<file path="config.mk">
export PLATFORM = sky130hd
export DESIGN_NAME = rx_byte_fifo
export DESIGN_NICKNAME = d
export VERILOG_FILES = /design/src/rtl/rx_byte_fifo.sv
export SDC_FILE = /design/constraint.sdc
export NUM_CORES = 1
export LEC_CHECK = 0
export CELL_PAD_IN_SITES_DETAIL_PLACEMENT = 1
export CELL_PAD_IN_SITES_GLOBAL_PLACEMENT = 2
export CORE_MARGIN = 2
export CORE_UTILIZATION = 40
export CTS_BUF_LIST = sky130_fd_sc_hd__clkbuf_4 sky130_fd_sc_hd__clkbuf_8
export DETAILED_ROUTE_END_ITERATION = 8
export GPL_TIMING_DRIVEN = 0
export PLACE_DENSITY_LB_ADDON = 0.1
export SLEW_MARGIN = 20
export SYNTH_ARGS = -nofsm -noshare
export SYNTH_HDL_FRONTEND = slang
export SYNTH_SLANG_ARGS = --single-unit
</file>
<file path="constraint.sdc">
create_clock -name clk -period 3.82 [get_ports clk]
set_input_delay 0.764 -clock clk [delete_from_list [all_inputs] [get_ports clk]]
set_output_delay 0.764 -clock clk [all_outputs]
set_load 0.005 [all_outputs]
</file>
<file path="src/rtl/rx_byte_fifo.sv">
// ---------------------------------------------------------------------------
// rx_byte_fifo
//
// Byte FIFO sitting behind a UART receiver. The receiver raises rx_ready as a
// level when a byte is complete and keeps it high until its next start bit,
// so one byte is pushed per rising edge of rx_ready. Bytes are popped by the
// consumer with rd_en. A byte arriving while the FIFO is full (and no pop
// frees a slot in the same cycle) is dropped and flagged in the sticky
// overflow bit, which is cleared with clr_ovf. A drop and a clear in the same
// cycle leave overflow set.
//
// Build option: RX_BYTE_FIFO_FWFT_EN
//   defined   : first-word fall-through; rd_data shows the head byte
//               combinationally, rd_valid = ~empty, rd_en pops that byte.
//   undefined : registered read; an accepted pop loads the head byte into
//               rd_data at the next edge and pulses rd_valid for one cycle.
//
// Parameters
//   DEPTH : number of byte entries (power of two, 4..256)
//   AW    : pointer width, must equal log2(DEPTH)
//
// Ports
//   clk      in   clock, rising edge
//   rst_n    in   asynchronous active-low reset
//   rx_ready in   byte-done level from the UART receiver
//   rx_data  in   received byte, valid while rx_ready is high
//   rd_en    in   consumer pop request
//   rd_data  out  byte presented to the consumer
//   rd_valid out  rd_data qualifier (meaning depends on build option)
//   empty    out  entry count is 0
//   full     out  entry count is DEPTH
//   level    out  entry count, 0..DEPTH
//   overflow out  sticky: a byte was dropped
//   clr_ovf  in   synchronous clear for overflow
// ---------------------------------------------------------------------------
module rx_byte_fifo #(
    parameter int DEPTH = 16,
    parameter int AW    = 4
) (
    input  logic          clk,
    input  logic          rst_n,
    input  logic          rx_ready,
    input  logic [7:0]    rx_data,
    input  logic          rd_en,
    output logic [7:0]    rd_data,
    output logic          rd_valid,
    output logic          empty,
    output logic          full,
    output logic [AW:0]   level,
    output logic          overflow,
    input  logic          clr_ovf
);

    generate
        if (AW != $clog2(DEPTH) || DEPTH < 4 || DEPTH > 256 || (1 << AW) != DEPTH) begin : g_param_check
            $error("rx_byte_fifo: DEPTH must be a power of two in 4..256 and AW = log2(DEPTH)");
        end
    endgenerate

    logic [7:0]  mem [DEPTH];
    logic [AW-1:0] wr_ptr;
    logic [AW-1:0] rd_ptr;
    logic [AW:0]   count;
    logic          ready_d;

    logic push;
    logic pop_ok;
    logic push_ok;
    logic drop;

    // ---- edge detect / accept decisions ----------------------------------
    // ready_d resets high so a receiver already signalling (or unknown) at
    // reset release cannot create a push; rx_ready must go low first.
    assign push    = rx_ready & ~ready_d;
    assign empty   = (count == '0);
    assign full    = (count == (AW+1)'(DEPTH));
    assign pop_ok  = rd_en & ~empty;
    // A pop in the same cycle frees the slot the push needs.
    assign push_ok = push & (~full | pop_ok);
    assign drop    = push & full & ~pop_ok;
    assign level   = count;

    // ---- control state ----------------------------------------------------
    always_ff @(posedge clk or negedge rst_n) begin
        if (!rst_n) begin
            ready_d  <= 1'b1;
            wr_ptr   <= '0;
            rd_ptr   <= '0;
            count    <= '0;
            overflow <= 1'b0;
        end else begin
            ready_d <= rx_ready;
            if (push_ok) begin
                wr_ptr <= wr_ptr + AW'(1);
            end
            if (pop_ok) begin
                rd_ptr <= rd_ptr + AW'(1);
            end
            if (push_ok && !pop_ok) begin
                count <= count + (AW+1)'(1);
            end else if (pop_ok && !push_ok) begin
                count <= count - (AW+1)'(1);
            end
            // Set has priority over clear so a drop is never lost.
            if (drop) begin
                overflow <= 1'b1;
            end else if (clr_ovf) begin
                overflow <= 1'b0;
            end
        end
    end

    // ---- storage (not reset) ---------------------------------------------
    always_ff @(posedge clk) begin
        if (push_ok) begin
            mem[wr_ptr] <= rx_data;
        end
    end

    // ---- read port --------------------------------------------------------
`ifdef RX_BYTE_FIFO_FWFT_EN
    // Head byte is forced to zero while empty so rd_data reads 0 in reset
    // and never exposes stale storage.
    assign rd_data  = empty ? 8'h00 : mem[rd_ptr];
    assign rd_valid = ~empty;
`else
    logic [7:0] rd_data_q;
    logic       rd_valid_q;

    always_ff @(posedge clk or negedge rst_n) begin
        if (!rst_n) begin
            rd_data_q  <= 8'h00;
            rd_valid_q <= 1'b0;
        end else begin
            rd_valid_q <= pop_ok;
            if (pop_ok) begin
                rd_data_q <= mem[rd_ptr];
            end
        end
    end

    assign rd_data  = rd_data_q;
    assign rd_valid = rd_valid_q;
`endif

endmodule

</file>
==> impl_metrics.ini, run 1 <==
[yosys]
syn_area_sq_um = 6090
synth.avg_cell_area_sq_um = 19.8
yosys-top-cells-area = edfxtp_1 63%, mux4_2 12%, dfrtp_1 9.5%, ha_1 1.9%, mux2i_1 1.3%
yosys_warnings = 0
ys.flop_type = edfxtp_1
yosysMostFrequentCell = edfxtp_1
synthArstFlopShare_pct = 15.8
syn_inst = 308
synth_top_cell_by_area = edfxtp_1
synth_sequential_area_ratio_pct = 73.0
synth_top_cells_by_count = 128 x edfxtp_1, 33 x mux4_2, 23 x dfrtp_1, 13 x nand2_1
synth_edf_count = 128
ys_ff_latch = 152
synth.distinct_cells = 36
synth_nets = 331
synth_top_area_share_pct = 63.2

[setup_path]
crit_arrival_ns = 3.93
crit_type = input pin to flop
r2r-end = level[4]$_DFFE_PN0P_
worst_path_most_repeated_cell = inv_1
path_max_fanout = 10
end_kind = flop
worstSetupPathDepth = 11
critPathMaxStageDelay_ns = 0.71
crit_chain = clkdlybuf4s50_1 -> inv_1 -> a31oi_1 -> buf_2 -> ha_1 -> inv_1 -> fa_1 -> a21o_1 -> a21oi_1 -> mux2i_1 -> xnor2_1
path_buf_inv = 4
cp.required_ns = 4.20
cpMaxStageDelayCell = a31oi_1
reg2reg_depth = 10
startpoint_type = input pin
r2r_start = level[0]$_DFFE_PN0P_
ff2ff_setup_slack_ns = 0.55
path_delay_family = compound AO/OA/AOI/OAI gates

[timing]
fin_skew_ns = 0.00974
min_period_ns = 3.54
finalHoldViolCount = 0
rsz0062_at_grt = false
layout_setup_ws_ns = 0.276
setup_viol = 0
slew-limit-headroom_pct = 41.1
clock.fmax_mhz = 282
slew_violations = 0
period_share_pct = 92.8
fin_setup_tns_ns = 0
tightest_slew_ns = 0.880

[finish]
postLayoutCoreUtil_pct = 47.5
syn_to_final_growth_pct = 17.2
fin_cells = 560
diodes = 0
drive_gt1_share_pct = 24.5
finalNetCount = 382

[drt]
drt-total-wl_um = 13100
via_count = 2991
route.detailed.drc = 0
first_pass_iters = 4
ant_nets = 0
via_per_inst = 5.34
drtIter0Drc = 236
wl_per_cell_um = 23.4

[clocking]
hold_buffers = 0
clk_pin_slew_ns = 0.08
cts_resized = 0
ctsLongestPathBuffers = 2
clock-sinks = 152
cts_tree = yes
cts_setup_buffers = 0
cts_buffers = 17
worstSkewPairLatency_ns = 0.46
cts_max_level = 4
cts-root-buf = clkbuf_8

[pwr]
p_leak_nw = 2.42
p_total_mw = 5.05
vdd_drop_max_mv = 0.264
power_density_nw_per_um2 = 707

[run]
drv_cap = 0

[die]
coreArea_sq_um = 15000
fp.dieW_um = 127
dieArea_sq_um = 16200
io_pins = 30
std_cell_rows = 45
start_util_pct = 40.5
die_h_um = 127

[grt]
grt.overflow.total = 0
grt_pass1_wl_um = 20200
grtUsageTotal_pct = 17.7
grt_pass1_vias = 3228
antenna_found_initial = 0
grt_max_degree = 25

[place]
dp_slack_ns = -0.209
hpwl_um = 8860
io_buffers = 29
place_inst = 528
gp_congestion = 0.703

[run_status]
outcome = complete, no violations

[worst_hold_path]
hold_class = input pin to asynchronous set/reset pin
-- cells by family (layout without fill, tap and decap cells) --
group	after synthesis	count (layout)	share of synthesized area [%]
flip-flops	152	152	73.0
multiplexers	42	42	13.7
AND/OR/NAND/NOR	40	40	4.01
AO/OA/AOI/OAI	31	31	3.47
buffers and inverters	23	87	2.14
adder cells (fa/ha/maj)	10	10	2.18
XOR/XNOR	10	10	1.44
-- registers in the layout (all words and copies together), names as in the netlist --
| name | flops |
|---|---|
| rd_data | 8 |
| ready_d | 1 |
| rd_valid | 1 |
| level | 5 |
| mem | 128 |
| rd_ptr | 4 |
| wr_ptr | 4 |
| overflow | 1 |
-- per-stage QoR --
stage                     instance area (sq um)  hold WS, ns
after floorplan                            6090        0.467
after global placement                     6610        0.464
after detailed placement                   6710        0.472
after CTS                                  7140        0.309
after global routing                       7140        0.341
final                                      7140        0.313
-- metal layers --
layer	global-route usage [%]	share of wire [%]
met5	0	0
met3	3.73	3.4
met1	25.4	48
met4	7.05	1.4
met2	26.6	47
-- how the worst max path moves through the flow --
stage,from,endpoint,slack [ns]
final,rd_en,level[4]$_DFFE_PN0P_,0.28
after detailed placement,rd_en,level[4]$_DFFE_PN0P_,-0.21
after CTS,rd_en,level[4]$_DFFE_PN0P_,0.26
after global routing,rd_en,level[4]$_DFFE_PN0P_,0.04
after global placement,rd_en,mem[0][5]$_DFFE_PP_,-0.61
after floorplan,level[1]$_DFFE_PN0P_,level[4]$_DFFE_PN0P_,0.99
-- placed cells by master (no fill, tap or decap), types with 3 or more instances in the layout --
master / instances
and4_1: 4
clkinv_2: 4
a21o_1: 9
mux2i_1: 8
xnor2_1: 9
dfrtp_1: 23
o21ai_0: 3
bufinv_16: 4
inv_1: 6
o22ai_1: 7
buf_2: 5
a211oi_1: 7
edfxtp_1: 128
clkbuf_8: 17
buf_4: 7
nor4bb_4: 4
nand2_1: 13
buf_6: 3
mux4_2: 33
nor3b_2: 4
nor2_1: 3
ha_1: 9
clkinvlp_4: 4
and2_1: 4
clkbuf_1: 5
clkdlybuf4s50_1: 28
-- layout make-up --
cell class,instances,area [sq um]
plain buffers,16,103
clock buffers,19,249
clock inverters,13,178
fillers,1390,7900
inverters,7,27.5
multi-input cells,133,1590
flip-flops and latches,152,4450
well taps,188,235
repair buffers,32,308
-- power by group --
part | internal, mW | total, mW | switching [mW]
Sequential | 1.99 | 2.12 | 0.131
Combinational | 0.806 | 1.59 | 0.788
Clock | 0.721 | 1.33 | 0.611
Total | 3.52 | 5.05 | 1.53
Power figures use the tool's default switching activity.
==> run 2, diff against run 1 <==
- SLEW_MARGIN: 20 -> 0
==> run 2 against run 1 <==
Compared with the run above:
- maximum frequency is 0.85% higher
- combinational power hardly changed
- clock power is 8% lower
- register-to-register slack better by 0.04 ns
- total power is 2.6% lower
- global-route usage is 0.23 points higher
- non-clock buffer count is 2 higher
- flip-flop and latch count stayed put
- cell area is 0.86% lower
- die area stayed put
- clock skew is 0.0037 ns lower
- count of clock-buffer cells in the layout is 1 higher
- critical endpoint unchanged
- largest cell class unchanged
==> impl_metrics.ini, run 2 (same netlist as run 1, synthesis figures left out) <==
[finish]
multi_input_area_sq_um = 1550
fill_cells = 1391
final_cell_area_sq_um = 7070
largest_register = mem
largest_reg_flops = 128
final_cell_mix = 128 x edfxtp_1, 33 x mux4_2, 29 x clkdlybuf4s50_1
regArea_sq_um = 4450
fin_cells = 561
finalNetCount = 384
drive_gt1_share_pct = 23.6
syn_to_final_growth_pct = 16.2
final_common_cell = edfxtp_1
diodes = 0

[clocking]
clock-sinks = 152
cts_tree = yes
clk_pin_slew_ns = 0.08
cts_setup_buffers = 0
cts-root-buf = clkbuf_8
hold_buffers = 0
worstSkewPairLatency_ns = 0.45
cts_resized = 0
ctsLongestPathBuffers = 2
cts_buffers = 17
cts_max_level = 4

[grt]
grt_pass1_wl_um = 20400
antenna_found_initial = 0
grt.busiest_layer = met2
grt.overflow.total = 0
use_met3_pct = 3.69
grt_max_degree = 25
grtUsageTotal_pct = 17.9
grt_util_met2_pct = 27.4
grt_pass1_vias = 3265
gr-usage-met1_pct = 25.4

[setup_path]
crit_type = input pin to flop
r2r-end = level[4]$_DFFE_PN0P_
end_kind = flop
r2r_start = level[0]$_DFFE_PN0P_
endpoint = level[4]$_DFFE_PN0P_
path_max_fanout = 10
ff2ff_setup_slack_ns = 0.59
worstSetupStartpoint = rd_en
crit_arrival_ns = 3.89
reg2reg_depth = 10
startpoint_type = input pin
cp.required_ns = 4.20

[timing]
layout_setup_ws_ns = 0.305
rsz0062_at_grt = false
hold_ws_ns = 0.487
min_period_ns = 3.51
fin_skew_ns = 0.00602
clock.fmax_mhz = 285
finalHoldViolCount = 0
tightest_slew_ns = 1.24
period_share_pct = 92.0
slew_violations = 0
slew-limit-headroom_pct = 16.9
setup_viol = 0

[pwr]
seqPwrFrac_pct = 43.0
p_int_mw = 3.44
pwr-share-comb_pct = 32.1
vdd_drop_max_mv = 0.281
power_density_nw_per_um2 = 695
pwr-share-clk_pct = 25.0
p_switching_mw = 1.48
p_leak_nw = 2.40
p_sw_share_pct = 30.0

[drt]
drt-total-wl_um = 13300
drtIter0Drc = 172
ant_nets = 0
via_count = 3015
first_pass_iters = 4
via_per_inst = 5.37
wl_per_cell_um = 23.7
route.detailed.drc = 0

[die]
die_h_um = 127
io_pins = 30
fp.dieW_um = 127
dieArea_sq_um = 16200
start_util_pct = 40.5
coreArea_sq_um = 15000
std_cell_rows = 45

[place]
gp_congestion = 0.703
io_buffers = 29
place_inst = 529
hpwl_um = 8940
placed_area_sq_um = 6680
dp_slack_ns = -0.154

[run]
drv_cap = 0

[run_status]
outcome = complete, no violations

[worst_hold_path]
hold_start = rd_data[6]$_DFFE_PN0N_
hold_class = flop to flop
run 2: cell type report:
class / count / area share (%)
Clock inverter: 11 / 1.86
Timing Repair Buffer: 34 / 4.60
Buffer: 16 / 1.45
Clock buffer: 20 / 3.63
Inverter: 7 / 0.389
Sequential cell: 152 / 62.8
Tap cell: 188 / 3.33
Multi-Input combinational cell: 133 / 21.9
run 2: layer usage:
metal | wire length, um | up-vias
li1 | - | 1341
met1 | 6170 | 1591
met2 | 6390 | 68
met3 | 510 | 15
met4 | 233 | 0
met5 | 0 | -
run 2: worst max-delay path: stages:
cell and delay (ns):
clkdlybuf4s50_1 0.51, inv_1 0.05, a31oi_1 0.68, buf_2 0.40, ha_1 0.21, inv_1 0.11
fa_1 0.42, a21o_1 0.18, a21oi_1 0.18, mux2i_1 0.24, xnor2_1 0.13
run 2: worst min path at each step:
stage               slack (ns)                      to  cells after the start
CTS                       0.49  rd_data[6]$_DFFE_PN0N_                      2
floorplan                 0.47    level[0]$_DFFE_PN0P_                      0
global placement          0.46  rd_data[3]$_DFFE_PN0N_                      1
global route              0.51  rd_data[0]$_DFFE_PN0N_                      1
finish                    0.49  rd_data[6]$_DFFE_PN0N_                      2
detailed placement        0.47  rd_data[6]$_DFFE_PN0N_                      2
run 2: per-stage QoR:
step	utilization [%]	total power, mW	setup TNS [ns]
global route	47.1	5.19	0
finish	47.1	4.92	0
CTS	47.0	5.00	0
global placement	44.0	3.70	-15.91
floorplan	-	3.16	0
detailed placement	44.4	3.76	-0.772
run 2: power by group through the flow:
stage                     combinational (mW)  clock [mW]  sequential (mW)
after floorplan                         1.04           0             2.12
after global placement                  1.57           0             2.14
after detailed placement                1.61           0             2.15
after CTS                               1.62        1.26             2.12
after global routing                    1.74        1.31             2.14
final                                   1.58        1.23             2.11
==> run 3, diff against run 2 <==
- CTS_CLUSTER_SIZE: not set -> 16
- RECOVER_POWER: not set -> 100
==> run 3 against run 2 <==
Compared with the run above:
- core utilization down 0.31 points
- clock skew up 0.0015 ns
- combinational power down 4%
- via count down 0.90%
- wire length down 0.43%
- critical endpoint unchanged
- cell area down 0.65%
- critical path type unchanged
- sequential share of layout area up 0.41 points
- critical path depth unchanged
- global-route usage unchanged
- count of clock-buffer cells in the layout unchanged
- non-clock buffer count unchanged
- die area unchanged
==> impl_metrics.ini, run 3 (same netlist as run 1, synthesis figures left out) <==
[place]
gp_congestion = 0.703
place_inst = 529
hpwl_um = 8940
io_buffers = 29

[finish]
fin_cells = 561
syn_to_final_growth_pct = 15.5
final_common_cell = edfxtp_1
largest_register = mem
final_cell_mix = 128 x edfxtp_1, 33 x mux4_2, 27 x dlygate4sd3_1
largest_reg_flops = 128
drive_gt1_share_pct = 20.9
finalNetCount = 384
diodes = 0

[clocking]
clk_pin_slew_ns = 0.08
cts_tree = yes
cts_resized = 0
hold_buffers = 0
cts-root-buf = clkbuf_8
cts_buffers = 17
worstSkewPairLatency_ns = 0.45
cts_setup_buffers = 0
clock-sinks = 152
ctsLongestPathBuffers = 2
cts_max_level = 4

[pwr]
seqPwrFrac_pct = 43.4
pwr-share-clk_pct = 25.3
p_switching_mw = 1.47
pwr-share-comb_pct = 31.3
p_sw_share_pct = 30.3
p_total_mw = 4.86
p_leak_nw = 2.38
p_int_mw = 3.39
vdd_drop_max_mv = 0.279
power_density_nw_per_um2 = 691

[timing]
rsz0062_at_grt = false
slew_violations = 0
clock.fmax_mhz = 282
fin_skew_ns = 0.00748
fin_setup_tns_ns = 0
hold_ws_ns = 0.482
finalHoldViolCount = 0
slew-limit-headroom_pct = 17.7
tightest_slew_ns = 1.23
setup_viol = 0
period_share_pct = 92.9
min_period_ns = 3.55

[drt]
ant_nets = 0
route.detailed.drc = 0
via_per_inst = 5.33
drtIter0Drc = 182
first_pass_iters = 4
drt-total-wl_um = 13200
via_count = 2988
wl_per_cell_um = 23.6

[grt]
grt_pass1_vias = 3265
antenna_found_initial = 0
grt_pass1_wl_um = 20400
grt_max_degree = 25
grt.overflow.total = 0
grtUsageTotal_pct = 17.9

[die]
dieArea_sq_um = 16200
std_cell_rows = 45
coreArea_sq_um = 15000
die_h_um = 127
io_pins = 30
start_util_pct = 40.5
fp.dieW_um = 127

[setup_path]
crit_arrival_ns = 3.93
path_max_fanout = 10
worstSetupStartpoint = rx_ready
critPathMaxStageDelay_ns = 0.64
cp.required_ns = 4.20
startpoint_type = input pin
crit_type = input pin to flop
r2r_start = level[0]$_DFFE_PN0P_
cpMaxStageDelayCell = a31oi_1
crit_chain = dlygate4sd3_1 -> nand2b_1 -> a31oi_1 -> buf_2 -> ha_1 -> inv_1 -> fa_1 -> a21o_1 -> a21oi_1 -> mux2i_1 -> xnor2_1
end_kind = flop

[worst_hold_path]
hold_start = rd_data[6]$_DFFE_PN0N_
hold_class = flop to flop

[run_status]
outcome = complete, no violations

[run]
drv_cap = 0
-- run 3: layout make-up --
cell class                      count  area, sq um
Fill cell                        1401         8010
Sequential cell                   152         4450
Multi-Input combinational cell    133         1530
Timing Repair Buffer               34          309
Clock buffer                       20          256
Tap cell                          188          235
Clock inverter                     11          131
Buffer                             16         91.3
Inverter                            7         27.5
-- run 3: per-stage QoR --
stage          utilization, %  area [sq um]  setup WS [ns]
4_1_cts                  47.0          7070          0.308
3_3_place_gp             44.0          6610         -0.611
5_1_grt                  46.7          7030         0.0266
3_5_place_dp             44.4          6680         -0.154
6_report                 46.7          7030          0.272
2_1_floorplan               -          6090          0.986
-- run 3: layer usage --
layer / global-route usage, % / vias up / part of all wire [%] / wire length, um
met1: 25.4 / 1581 / 47 / 6260
met4: 6.98 / 0 / 1.6 / 206
met5: 0 / - / 0 / 0
met2: 27.4 / 52 / 48 / 6400
met3: 3.69 / 15 / 2.9 / 386
li1: - / 1340 / - / -
-- run 3: critical path, delay by kind of cell --
| family | cells | cell delay, ns |
|---|---|---|
| and+or+nand+nor | 1 | 0.09 |
| xor gates and xnor gates | 1 | 0.13 |
| AOI/OAI and AO/OA | 3 | 1.00 |
| adders and majority gates | 2 | 0.63 |
| muxes | 1 | 0.24 |
| buffers and inverters | 3 | 1.06 |
-- run 3: worst paths after layout --
check | end | slack, ns | depth (start not counted)
max in group asynchronous | wr_ptr[1]$_DFFE_PN0P_ | 2.07 | 1
worst max register to register | level[4]$_DFFE_PN0P_ | 0.53 | 11
worst max-delay path | level[4]$_DFFE_PN0P_ | 0.27 | 11
worst min register to register | rd_data[6]$_DFFE_PN0N_ | 0.48 | 2
worst min-delay path | rd_data[6]$_DFFE_PN0N_ | 0.48 | 2
min in group asynchronous | level[0]$_DFFE_PN0P_ | 1.02 | 1
-- run 3: power by group through the flow --
| stage | clock network [mW] | logic (mW) | registers [mW] |
|---|---|---|---|
| finish | 1.23 | 1.52 | 2.11 |
| global route | 1.31 | 1.68 | 2.14 |
| CTS | 1.26 | 1.62 | 2.12 |
| detailed placement | 0 | 1.61 | 2.15 |
| global placement | 0 | 1.57 | 2.14 |
| floorplan | 0 | 1.04 | 2.12 |
